## src/rtl/pbi_dma_sequencer.sv

```systemverilog
// pbi_dma_sequencer
// Moves bytes between Atari RAM on the PBI bus and the W5300 16-bit FIFO.
// Each byte uses one halted Phi2 cycle. The block handles the DMA
// request/halt handshake, the address and count counters, and a pad access
// that completes the 16-bit FIFO word when the count is odd. It also times
// the FIFO read/write strobes within each Phi2 cycle.
// The PBI register decoder loads the block through the Cfg* strobe interface.
//
// Ports:
//   CLK1      16x Phi2 clock
//   Reset     synchronous, active-high
//   Phi2      system Phi2, already synchronous to CLK1
//   Halt      active-low bus grant (0 = CPU halted)
//   CfgWr     one-cycle write strobe; CfgSel selects the register; CfgData is the data
//             (0 AddrLo, 1 AddrHi, 2 CountLo, 3 CountHi, 4 Start with bit0 = Dir, 5 Abort)
//   DmaReq    request to the external open-drain driver
//   BusAddrEn drive BusAddr onto SysAddr
//   BusAddr   current DMA address
//   BusRdWr   RdWr to drive (0 = write RAM, 1 = read RAM)
//   DevRd     W5300 FIFO read strobe
//   DevWr     W5300 FIFO write strobe
//   Busy      transfer in progress
//   Done      sticky completion flag
module pbi_dma_sequencer #(
  parameter int RD_START = 2,
  parameter int RD_LEN   = 3,
  parameter int WR_START = 12,
  parameter int WR_LEN   = 2
) (
  input  logic        CLK1,
  input  logic        Reset,
  input  logic        Phi2,
  input  logic        Halt,
  input  logic        CfgWr,
  input  logic [2:0]  CfgSel,
  input  logic [7:0]  CfgData,
  output logic        DmaReq,
  output logic        BusAddrEn,
  output logic [15:0] BusAddr,
  output logic        BusRdWr,
  output logic        DevRd,
  output logic        DevWr,
  output logic        Busy,
  output logic        Done
);

  localparam logic [2:0] ST_IDLE = 3'd0;
  localparam logic [2:0] ST_REQ  = 3'd1;
  localparam logic [2:0] ST_XFER = 3'd2;
  localparam logic [2:0] ST_PAD  = 3'd3;
  localparam logic [2:0] ST_DONE = 3'd4;

  localparam logic [2:0] SEL_ADDR_LO  = 3'd0;
  localparam logic [2:0] SEL_ADDR_HI  = 3'd1;
  localparam logic [2:0] SEL_COUNT_LO = 3'd2;
  localparam logic [2:0] SEL_COUNT_HI = 3'd3;
  localparam logic [2:0] SEL_START    = 3'd4;
  localparam logic [2:0] SEL_ABORT    = 3'd5;

  // Strobe windows, in phases of the current bus cycle. They must end at or
  // before phase 15.
  localparam logic [3:0] RD_FIRST = 4'(RD_START);
  localparam logic [3:0] RD_LAST  = 4'(RD_START + RD_LEN - 1);
  localparam logic [3:0] WR_FIRST = 4'(WR_START);
  localparam logic [3:0] WR_LAST  = 4'(WR_START + WR_LEN - 1);

  logic [2:0]  state_reg;
  logic        phi2_d_reg;
  logic [3:0]  phase_reg;
  logic [15:0] addr_reg;
  logic [15:0] count_reg;
  logic        dir_reg;
  logic        odd_reg;
  logic        dma_req_reg;
  logic        done_reg;
  logic        pad_go_reg;     // PAD has been granted and is running its access
  logic        abort_pend_reg; // abort waiting for the current bus cycle to end

  logic        phi2_fall;
  logic        bus_cycle;
  logic        abort_req;
  logic        abort_now;
  logic [15:0] addr_inc;
  logic [15:0] count_dec;

  assign phi2_fall = phi2_d_reg & ~Phi2;
  assign bus_cycle = (state_reg == ST_XFER) || ((state_reg == ST_PAD) && pad_go_reg);
  assign abort_req = abort_pend_reg || (CfgWr && (CfgSel == SEL_ABORT));
  // An abort during a bus cycle waits for the cycle to finish at the next Phi2 fall.
  // In any other non-idle state it takes effect at once.
  assign abort_now = (state_reg != ST_IDLE) && abort_req && (phi2_fall || !bus_cycle);
  assign addr_inc  = addr_reg + 16'd1;
  assign count_dec = count_reg - 16'd1;

  always_ff @(posedge CLK1) begin
    if (Reset) begin
      state_reg      <= ST_IDLE;
      phi2_d_reg     <= 1'b0;
      phase_reg      <= 4'd0;
      addr_reg       <= 16'd0;
      count_reg      <= 16'd0;
      dir_reg        <= 1'b0;
      odd_reg        <= 1'b0;
      dma_req_reg    <= 1'b0;
      done_reg       <= 1'b0;
      pad_go_reg     <= 1'b0;
      abort_pend_reg <= 1'b0;
    end else begin
      phi2_d_reg <= Phi2;
      // Phase 0 is the first CLK1 cycle after the fall was seen.
      if (phi2_fall) begin
        phase_reg <= 4'd0;
      end else if (phase_reg != 4'd15) begin
        phase_reg <= phase_reg + 4'd1;
      end

      abort_pend_reg <= (state_reg != ST_IDLE) && abort_req && !abort_now;

      if (abort_now) begin
        state_reg   <= ST_IDLE;
        dma_req_reg <= 1'b0;
        done_reg    <= 1'b0;
        pad_go_reg  <= 1'b0;
        // The byte in flight has finished, so count it.
        if (state_reg == ST_XFER) begin
          addr_reg  <= addr_inc;
          count_reg <= count_dec;
        end
      end else begin
        case (state_reg)
          ST_IDLE: begin
            if (CfgWr) begin
              case (CfgSel)
                SEL_ADDR_LO:  addr_reg[7:0]   <= CfgData;
                SEL_ADDR_HI:  addr_reg[15:8]  <= CfgData;
                SEL_COUNT_LO: count_reg[7:0]  <= CfgData;
                SEL_COUNT_HI: count_reg[15:8] <= CfgData;
                SEL_START: begin
                  if (count_reg == 16'd0) begin
                    state_reg <= ST_DONE;
                    done_reg  <= 1'b1;
                  end else begin
                    dir_reg     <= CfgData[0];
                    odd_reg     <= count_reg[0];
                    done_reg    <= 1'b0;
                    dma_req_reg <= 1'b1;
                    state_reg   <= ST_REQ;
                  end
                end
                default: ;
              endcase
            end
          end
          ST_REQ: begin
            if (phi2_fall && !Halt) begin
              state_reg <= ST_XFER;
              // Release the CPU after the final access.
              if ((count_reg == 16'd1) && !odd_reg) dma_req_reg <= 1'b0;
            end
          end
          ST_XFER: begin
            if (phi2_fall) begin
              addr_reg  <= addr_inc;
              count_reg <= count_dec;
              if (count_dec != 16'd0) begin
                if (!Halt) begin
                  if ((count_dec == 16'd1) && !odd_reg) dma_req_reg <= 1'b0;
                end else begin
                  state_reg <= ST_REQ;
                end
              end else if (odd_reg) begin
                state_reg  <= ST_PAD;
                pad_go_reg <= !Halt;
                if (!Halt) dma_req_reg <= 1'b0;
              end else begin
                state_reg   <= ST_DONE;
                done_reg    <= 1'b1;
                dma_req_reg <= 1'b0;
              end
            end
          end
          ST_PAD: begin
            if (phi2_fall) begin
              if (pad_go_reg) begin
                state_reg  <= ST_DONE;
                done_reg   <= 1'b1;
                pad_go_reg <= 1'b0;
              end else if (!Halt) begin
                pad_go_reg  <= 1'b1;
                dma_req_reg <= 1'b0;
              end
            end
          end
          ST_DONE: state_reg <= ST_IDLE;
          default: state_reg <= ST_IDLE;
        endcase
      end
    end
  end

  assign DmaReq    = dma_req_reg;
  assign BusAddrEn = (state_reg == ST_XFER);
  assign BusAddr   = addr_reg;
  assign BusRdWr   = !((state_reg == ST_XFER) && dir_reg);
  assign DevRd     = bus_cycle && !phi2_fall && dir_reg &&
                     (phase_reg >= RD_FIRST) && (phase_reg <= RD_LAST);
  assign DevWr     = bus_cycle && !phi2_fall && !dir_reg &&
                     (phase_reg >= WR_FIRST) && (phase_reg <= WR_LAST);
  assign Busy      = (state_reg == ST_REQ) || (state_reg == ST_XFER) || (state_reg == ST_PAD);
  assign Done      = done_reg;

endmodule

```

## config.mk

```make
export PLATFORM = sky130hd
export DESIGN_NAME = pbi_dma_sequencer
export DESIGN_NICKNAME = d
export VERILOG_FILES = /design/src/rtl/pbi_dma_sequencer.sv
export SDC_FILE = /design/constraint.sdc
export NUM_CORES = 1
export LEC_CHECK = 0
export ABC_AREA = 1
export CAP_MARGIN = 20
export CORE_MARGIN = 2
export CORE_UTILIZATION = 29
export DETAILED_ROUTE_END_ITERATION = 8
export SETUP_SLACK_MARGIN = 0.1
export SYNTH_ARGS = -nofsm -noshare
export SYNTH_HDL_FRONTEND = slang
export SYNTH_SLANG_ARGS = --single-unit
```

## constraint.sdc

```tcl
create_clock -name CLK1 -period 2.7 [get_ports CLK1]
set_clock_uncertainty 0.05 [all_clocks]
set_input_delay 0.81 -clock CLK1 [delete_from_list [all_inputs] [get_ports CLK1]]
set_output_delay 0.81 -clock CLK1 [all_outputs]
set_load 0.05 [all_outputs]
```

==> metrics.txt <==
status finished, final reports clean; Synth cell types between 40 and 50; critical path launch point type register; hold_buf cts 0; post-route cell area approximately 4000 sq um; switch share between 50% and 60%; Die H 109 um; Setup CP Type reg -> out; Synth Warn # 0; Syn Std Cell Area 3220 sq um; period utilization between 90% and 100%; Util after Layout a little under two fifths; VDD IR max ~0.00067 V; Post-synth EDFFs 0; Iter 0 DRT Violations between 150 and 200; Rel. slew slack roughly 57%; Max FO, Critical Path 3; die area approximately 12000 sq um; Post-Syn Nets around 540; width of the die approximately 110 um; placed insts about 700; min cycle time layout roughly 2500 ps; Comb power frac between 60 and 70%; number of port buffers 38; synthesized flop and latch total 46; CTS tree done; CTS H-Tree Depth 2; num rows 38; Crit. End Element output port; fin nets around 590; DRC violations left 0; initial core utilization 29.7%; worst hold path class reg -> reg; Post-synth top flop dfxtp_1; area of placed instances between 3000 and 4000 sq um; most common cell after layout, fill and taps aside nand2_1; Seq pwr share between 20% and 30%; drt total wl a little over 9000 um; Req. time, crit path about 1800 ps; first-pass GRT wire length around 15000 um; most used cell along the critical path nand2_2; Mapped Avg Cell Area roughly 6.3 sq um; area of the core about 11000 sq um; Clk pin slew, worst setup/hold paths ~90 ps; leakage about 0.0018 uW; Clock Path Buffers 2; number of global-route vias before repair 3234; HPWL after DPL ~6900 um; register area share after synthesis between 20% and 30%; CTS buffer count 5; Cell Int Power about 2400 uW; PwrDens between 1000 and 1500 nW/um^2; most frequent cells in the layout nand2_1, inv_1, nor2_1; DP Worst Slack -135 ps; DRT antenna net count 0; first drt pass iteration count 5; RSZ-0062 raised after global routing no; Crit path arrival time 1630 ps; clock share of power under 10%; antenna violations before repair 0; clock tree root driver cell clkbuf_8; post-route setup TNS 0 ps; grt ovf 0; IO Pins 39; CTS Sinks 46; Placer Congestion approximately 0.88; Syn Inst Count approximately 510; drt via density about 4.9; asr flop ratio synth 0%; Layout area overhead 25.6%; antenna cell count 0; final setup vio count 0; filler instances around 1200; Final WS setup 205 ps; Max Slew Vio Count 0; Psw 3080 uW; vias ~3400; final hold viol count 0; per-cell routed wire length around 13 um; largest net degree at the start of global routing 20; max_cap viols 0; Crit-path slowest cell dfxtp_2; CP max stage delay ~370 ps; Finished Layout Cells ~710; Max Freq between 400 and 500 MHz; share of cells above drive strength 1 11.8%; Total GRT Usage around 16%; actual slew at the worst max-slew pin 642 ps; Worst-Skew Late Latency slightly above 300 ps; Cell Chain, Critical Path inv_1 > nor3_4 > nand2_2 > nand2_2 > nand2_4 > nor4_4 > buf_12
==> cell type report <==
type	count	area, sq um	area share [%]
Multi-Input combinational cell	365	1940	48.0
Sequential cell	46	925	22.9
Timing Repair Buffer	60	582	14.4
Inverter	89	334	8.27
Tap cell	140	175	4.34
Clock buffer	5	68.8	1.70
Clock inverter	2	15.0	0.372
==> power groups by stage <==
stage                     Sequential [uW]  Combinational (uW)  Clock (uW)
final                                1270                3730         436
after global routing                 1320                4160         474
after CTS                            1270                3710         447
after detailed placement             1280                3670           0
after global placement               1270                3640           0
after floorplan                      1620                2370           0
==> cells by family after synthesis <==
| logic type | Yosys count | synth area share, % |
|---|---|---|
| adder cells (fa/ha/maj) | 8 | 3.11 |
| flip-flops | 46 | 28.6 |
| XOR/XNOR | 11 | 3.00 |
| buffers and inverters | 101 | 12.6 |
| AND/OR/NAND/NOR | 241 | 33.9 |
| AO/OA/AOI/OAI | 105 | 18.7 |
==> synthesized netlist by cell type (all sizes together), types with 2 or more instances <==
library cell,instances,area share (%)
o21ai,44,6.8
buf,8,1.8
a31oi,9,1.8
or2,4,0.78
nand2,116,14
xnor2,2,0.54
nor4,3,0.58
nand3,34,5.3
o31ai,2,0.47
nor2,58,7.5
clkbuf,4,0.47
inv,89,10
xor2,9,2.5
o211ai,11,2.7
dfxtp,46,29
nand3b,2,0.47
o21bai,3,0.82
nor3,11,2.2
a21oi,31,4.9
ha,8,3.1
nand4,9,1.9
==> repair_timing <==
action	4_1_cts	5_1_grt
endpoints found under the setup margin	2	2
hold endpoints to repair	0	0
gates resized for setup	12	1
pin swaps	5	1
setup buffers	3	0
==> critical path, delay by kind of cell (launching register included) <==
| family | cells | cell delay (ps) |
|---|---|---|
| flip-flops | 1 | 370 |
| buffers and inverters | 2 | 270 |
| AND/OR/NAND/NOR | 5 | 690 |
==> per-layer routing <==
| layer | share of wire (%) | GRT usage, % |
|---|---|---|
| met4 | 1.5 | 5.88 |
| met3 | 3.1 | 2.19 |
| met5 | 0 | 0 |
| met1 | 48 | 20.9 |
| met2 | 48 | 26.4 |
==> path summary, 6_finish.rpt <==
path	from	to	slack, ps	cells after the start
setup / recovery	state_reg[0]	DevRd	210	7
hold / removal	Done	Done	410	2
setup reg to reg	count_reg[0]	state_reg[1]	380	15
hold reg to reg	Done	Done	410	2
==> metrics by stage <==
stage / hold slack [ps] / total power (uW)
finish: 411 / 5440
global placement: 394 / 4910
detailed placement: 402 / 4950
floorplan: 401 / 3980
CTS: 415 / 5420
global route: 431 / 5950
(Power assumes the default switching activity.)
